==> config.mk <==
export PLATFORM = sky130hd
export DESIGN_NAME = latch_bank_sequencer
export DESIGN_NICKNAME = d
export VERILOG_FILES = /design/src/rtl/latch_seq_pkg.sv /design/src/rtl/latch_bank_sequencer_rr_arbiter.sv /design/src/rtl/latch_bank_sequencer.sv
export SDC_FILE = /design/constraint.sdc
export NUM_CORES = 1
export LEC_CHECK = 0
export BUFFER_PORTS_ARGS = -buffer_cell sky130_fd_sc_hd__buf_2
export CAP_MARGIN = 15
export CORE_ASPECT_RATIO = 1.5
export CORE_MARGIN = 3
export CORE_UTILIZATION = 49
export CTS_CLUSTER_SIZE = 30
export DETAILED_ROUTE_END_ITERATION = 8
export GPL_ROUTABILITY_DRIVEN = 0
export GPL_TIMING_DRIVEN = 0
export PLACE_DENSITY = 0.9
export SKIP_LAST_GASP = 1
export SLEW_MARGIN = 10
export SYNTH_ARGS = -nofsm -noshare
export SYNTH_HDL_FRONTEND = slang
export SYNTH_SLANG_ARGS = --single-unit
==> constraint.sdc <==
create_clock -name clk_i -period 2.2 [get_ports clk_i]
set_input_delay 0.66 -clock clk_i [delete_from_list [all_inputs] [get_ports clk_i]]
set_output_delay 0.66 -clock clk_i [all_outputs]
set_load 0.005 [all_outputs]
==> src/rtl/latch_seq_pkg.sv <==
`default_nettype none
// ============================================================================
//  Module      : latch_seq_pkg
//  Description : Shared types and defaults for the latch bank sequencer.
//                Sequencer states, default parameter values and the state
//                and strobe-counter widths.
//  Revision    : 1.0 - initial release
// ============================================================================
package latch_seq_pkg;

    localparam int DEFAULT_N_REQ         = 4;
    localparam int DEFAULT_WIDTH         = 8;
    localparam int DEFAULT_STROBE_CYCLES = 1;

    localparam int STATE_W = 3;
    // Strobe length is 1..15, so a 4-bit down-counter covers it.
    localparam int CNT_W   = 4;

    typedef enum logic [STATE_W-1:0] {
        IDLE   = 3'd0,
        SETUP  = 3'd1,
        STROBE = 3'd2,
        HOLD   = 3'd3,
        DONE   = 3'd4
    } state_t;

endpackage
`default_nettype wire

==> src/rtl/latch_bank_sequencer_rr_arbiter.sv <==
`default_nettype none
// ============================================================================
//  Module      : rr_arbiter
//  Description : Combinational round-robin pick. Selects the first
//                requesting index at or above ptr_i, wrapping at N_REQ.
//                The pointer itself lives in the sequencer.
//  Revision    : 1.0 - initial release
// ============================================================================
module rr_arbiter
    import latch_seq_pkg::*;
#(
    parameter int N_REQ = DEFAULT_N_REQ,
    parameter int IDX_W = $clog2(N_REQ)
)(
    input  logic [N_REQ-1:0] req_i,
    input  logic [IDX_W-1:0] ptr_i,
    output logic [N_REQ-1:0] pick_o,
    output logic [IDX_W-1:0] idx_o
);

    logic found;
    int   j;

    // Scan from the pointer upward with wrap; first requester wins.
    always_comb begin
        pick_o = '0;
        idx_o  = '0;
        found  = 1'b0;
        j      = 0;
        for (int k = 0; k < N_REQ; k++) begin
            j = int'(ptr_i) + k;
            if (j >= N_REQ) begin
                j = j - N_REQ;
            end
            if (!found && req_i[j[IDX_W-1:0]]) begin
                found = 1'b1;
                idx_o = j[IDX_W-1:0];
            end
        end
        if (found) begin
            pick_o[idx_o] = 1'b1;
        end
    end

endmodule
`default_nettype wire

==> src/rtl/latch_bank_sequencer.sv <==
`default_nettype none
// ============================================================================
//  Module      : latch_bank_sequencer
//  Description : Round-robin write sequencer for a bank of level-sensitive
//                latches. Drives latch D/EN through setup, strobe and
//                (optional) hold phases so D is stable whenever EN is high.
//                Build option: define HOLD_PHASE_EN to insert a one-cycle
//                HOLD phase between STROBE and DONE.
//  Revision    : 1.0 - initial release
// ============================================================================
module latch_bank_sequencer
    import latch_seq_pkg::*;
#(
    parameter int N_REQ         = DEFAULT_N_REQ,
    parameter int WIDTH         = DEFAULT_WIDTH,
    parameter int STROBE_CYCLES = DEFAULT_STROBE_CYCLES
)(
    input  logic                   clk_i,
    input  logic                   rst_ni,
    input  logic [N_REQ-1:0]       req_i,
    input  logic [N_REQ*WIDTH-1:0] din_i,
    output logic [N_REQ-1:0]       gnt_o,
    output logic [N_REQ-1:0]       ack_o,
    output logic [WIDTH-1:0]       lat_d_o,
    output logic                   lat_en_o,
    output logic                   busy_o
);

    localparam int IDX_W = $clog2(N_REQ);

    state_t             state_q,  state_d;
    logic [N_REQ-1:0]   gnt_q,    gnt_d;
    logic [IDX_W-1:0]   gidx_q,   gidx_d;
    logic [IDX_W-1:0]   ptr_q,    ptr_d;
    logic [WIDTH-1:0]   lat_d_q,  lat_d_d;
    logic               lat_en_q, lat_en_d;
    logic [CNT_W-1:0]   cnt_q,    cnt_d;

    logic [N_REQ-1:0]   w_pick;
    logic [IDX_W-1:0]   w_idx;
    logic [WIDTH-1:0]   w_din_sel;

    rr_arbiter #(
        .N_REQ (N_REQ),
        .IDX_W (IDX_W)
    ) u_arb (
        .req_i  (req_i),
        .ptr_i  (ptr_q),
        .pick_o (w_pick),
        .idx_o  (w_idx)
    );

    // Route the winning requester's data slice toward the LAT_D register.
    always_comb begin
        w_din_sel = '0;
        for (int i = 0; i < N_REQ; i++) begin
            if (w_pick[i]) begin
                w_din_sel = din_i[i*WIDTH +: WIDTH];
            end
        end
    end

    // Next-state logic: grant in IDLE, then walk setup/strobe/hold/done.
    always_comb begin
        state_d = state_q;
        gnt_d   = gnt_q;
        gidx_d  = gidx_q;
        ptr_d   = ptr_q;
        lat_d_d = lat_d_q;
        cnt_d   = cnt_q;
        case (state_q)
            IDLE: begin
                if (|req_i) begin
                    gnt_d   = w_pick;
                    gidx_d  = w_idx;
                    lat_d_d = w_din_sel;
                    state_d = SETUP;
                end
            end
            SETUP: begin
                cnt_d   = CNT_W'(STROBE_CYCLES - 1);
                state_d = STROBE;
            end
            STROBE: begin
                if (cnt_q == '0) begin
`ifdef HOLD_PHASE_EN
                    state_d = HOLD;
`else
                    state_d = DONE;
`endif
                end else begin
                    cnt_d = cnt_q - CNT_W'(1);
                end
            end
`ifdef HOLD_PHASE_EN
            HOLD: begin
                state_d = DONE;
            end
`endif
            DONE: begin
                // Next search starts just past the requester that was served.
                ptr_d   = (gidx_q == IDX_W'(N_REQ - 1)) ? '0 : gidx_q + IDX_W'(1);
                gnt_d   = '0;
                state_d = IDLE;
            end
            default: begin
                state_d = IDLE;
            end
        endcase
        // EN is registered from the upcoming state, so it is glitch-free.
        lat_en_d = (state_d == STROBE);
    end

    // State and output registers with synchronous active-low reset.
    always_ff @(posedge clk_i) begin
        if (!rst_ni) begin
            state_q  <= IDLE;
            gnt_q    <= '0;
            gidx_q   <= '0;
            ptr_q    <= '0;
            lat_d_q  <= '0;
            lat_en_q <= 1'b0;
            cnt_q    <= '0;
        end else begin
            state_q  <= state_d;
            gnt_q    <= gnt_d;
            gidx_q   <= gidx_d;
            ptr_q    <= ptr_d;
            lat_d_q  <= lat_d_d;
            lat_en_q <= lat_en_d;
            cnt_q    <= cnt_d;
        end
    end

    assign gnt_o    = gnt_q;
    assign ack_o    = (state_q == DONE) ? gnt_q : '0;
    assign lat_d_o  = lat_d_q;
    assign lat_en_o = lat_en_q;
    assign busy_o   = (state_q != IDLE);

endmodule
`default_nettype wire

==> impl_metrics.json <==
{
  "crit_type": "reg -> out",
  "worstSetupEndpointType": "output port",
  "gr-usage-all-layers_pct": 23.8,
  "drc": 0,
  "syn_inst": 182,
  "vias_per_cell": 6.14,
  "h-tree-depth": 1,
  "ys_ff_latch": 24,
  "power.leakage_nw": 0.766,
  "irDropWorstVdd_v": 0.000429,
  "fin_nets": 279,
  "layout.area.seq_sq_um": 480,
  "synthArstFlopShare_pct": 0,
  "portBuffers": 52,
  "core_sq_um": 2940,
  "root_buffer": "clkbuf_8",
  "dieWidth_um": 51.6,
  "finalSetupViolations": 0,
  "drv_slew": 0,
  "rsz0062_at_grt": "false",
  "wire_per_inst_um": 15.6,
  "path_max_fanout": 10,
  "clock_skew_ps": 1.26,
  "dr.pass1.iters": 6,
  "syn_to_final_growth_pct": 25.3,
  "power.clock.fraction_pct": 29.0,
  "drv_cap": 0,
  "cts_buffers": 3,
  "start_util_pct": 51.8,
  "die_h_um": 74.3,
  "dpl_worst_slack_ps": -90.5,
  "p_per_area_nw_per_um2": 693,
  "rrSetupSlack_ps": 200,
  "fillCellCount": 275,
  "max_freq_mhz": 473,
  "synth_flop_cell": "dfxtp_1",
  "combPwrFrac_pct": 31.8,
  "diodes": 0,
  "status": "completed",
  "final_antenna_net_count": 0,
  "grt.overflow.total": 0,
  "cts_hold_buf": 0,
  "finalWorstSetupSlack_ps": 84.6,
  "post-route-period-util_pct": 96.2,
  "fp.dieArea_sq_um": 3830,
  "path_clk_slew_ps": 80,
  "io-pin-count": 56,
  "multiInputGateArea_sq_um": 942,
  "hold_path.class": "reg -> reg",
  "rows": 24,
  "syn_area_per_cell_sq_um": 8.38,
  "seq_area_frac_synth_pct": 31.5,
  "yosysWarnings": 0,
  "period_minus_slack_ps": 2120,
  "drt-initial-drc-count": 94,
  "dp_hpwl_um": 3170,
  "worstMarginPinSlew_ps": 740,
  "cts_tree": "yes",
  "required_ps": 1540,
  "vias": 1700,
  "synth_edf_count": 0,
  "grt_max_degree": 15,
  "grt_pass1_vias": 1645,
  "routed_wl_um": 4310,
  "power.share.sequential_pct": 39.2,
  "cts_sinks": 24,
  "clock_latency_ps": 260,
  "ys_types": 41,
  "cts_setup_buffers": 0,
  "p_sw_share_pct": 30.6,
  "slew_headroom_pct": 50.7,
  "intPower_mw": 0.919,
  "drive_gt1_share_pct": 29.0,
  "totalPowerFinal_mw": 1.32,
  "syn_nets": 222,
  "arrival_ps": 1460,
  "clock_path_buffers": 2,
  "crit_path_start_kind": "flop",
  "p_switching_mw": 0.405,
  "final-hold-violation-count": 0,
  "hold_ws_ps": 472,
  "antenna_found_initial": 0,
  "synthesis.area_sq_um": 1530,
  "grt_pass1_wl_um": 7090
}
==> metal layers <==
layer / track usage, % / wire length (um) / vias to the layer above
li1: - / - / 824
met1: 27.0 / 1660 / 771
met2: 42.4 / 2250 / 92
met3: 2.81 / 314 / 13
met4: 14.0 / 85 / 0
met5: 0 / 0 / -
==> layout make-up <==
type	count	area share, %
plain buffers	17	4.65
clock buffers	3	2.16
clock inverters	1	1.57
inverters	5	0.982
multi-input cells	136	49.3
flip-flops and latches	24	25.1
well taps	39	2.55
repair buffers	52	13.6
==> power groups by stage <==
| stage | Sequential, mW | Clock [mW] | Combinational, mW |
|---|---|---|---|
| 4_1_cts | 0.517 | 0.389 | 0.416 |
| 3_5_place_dp | 0.526 | 0 | 0.411 |
| 3_3_place_gp | 0.524 | 0 | 0.403 |
| 2_1_floorplan | 0.521 | 0 | 0.285 |
| 6_report | 0.518 | 0.384 | 0.421 |
| 5_1_grt | 0.524 | 0.404 | 0.467 |
==> flip-flops by register name (all words and copies together) (netlist names) <==
name	flops
cnt_q	4
gidx_q	2
gnt_o	4
lat_d_o	8
lat_en_o	1
ptr_q	2
state_q	3
==> worst max-delay path, cell delays in order (launching register included) <==
cell	delay (ps)
dfxtp_1	320
buf_6	130
or3_4	380
buf_2	200
buf_2	150
==> final timing paths <==
path	startpoint	end	cells after the start
max	state_q[2]	busy_o	4
max reg2reg	state_q[2]	lat_d_o[6]	7
min reg2reg	gidx_q[1]	gidx_q[1]	2
min	gidx_q[1]	gidx_q[1]	2
==> through the flow <==
| stage | TNS (ps) | utilization, % | area [sq um] | cells |
|---|---|---|---|---|
| after floorplan | 0 | - | 1530 | 182 |
| after global placement | -153 | 62.3 | 1830 | 273 |
| after detailed placement | -331 | 62.3 | 1830 | 273 |
| after CTS | 0 | 64.9 | 1910 | 277 |
| after global routing | 0 | 64.9 | 1910 | 277 |
| final | 0 | 64.9 | 1910 | 277 |
==> kinds of logic after synthesis <==
kind of cell	synth area share [%]
simple gates	28.3
compound gates	31.5
flops	31.5
buf+inv	7.06
fa+ha+maj	1.64
==> Yosys cell counts, types with 2 or more instances <==
cell type	instances	share of area, %
dfxtp_1	24	32
and2_1	12	4.9
a21oi_1	11	3.6
clkbuf_1	10	2.5
or3_1	10	4.1
a211oi_1	9	4.4
nand3_1	9	3.0
o32ai_1	9	5.2
a222oi_1	8	5.3
a32oi_1	8	4.6
nand2_1	8	2.0
nor2_1	6	1.5
inv_1	5	1.2
nor2b_1	5	2.1
nor3_1	5	1.6
nand2b_1	4	1.6
o21ai_0	4	1.3
buf_6	3	2.2
nor3b_1	3	1.5
o21a_1	3	1.5
buf_1	2	0.49
buf_2	2	0.66
ha_1	2	1.6
o21bai_1	2	0.98
or3b_2	2	1.1
==> cells in the final DEF, fill, tap and decap left out, drive strengths merged, types with 3 or more instances in the layout <==
cell type,n
buf,59
dfxtp,24
clkbuf,13
and2,12
a21oi,11
or3,11
nand3,9
o32ai,9
a211oi,9
a222oi,8
a32oi,8
nand2,8
nor2,7
inv,5
nor2b,5
o21ai,5
nor3,5
nand2b,4
nor3b,3
o21a,3
==> what timing repair did <==
| action | in CTS | in global routing |
|---|---|---|
| pin swaps | 0 | 1 |
| gates resized for setup | 1 | 0 |
| endpoints found under the setup margin | 4 | 2 |
(Power assumes the default switching activity.)
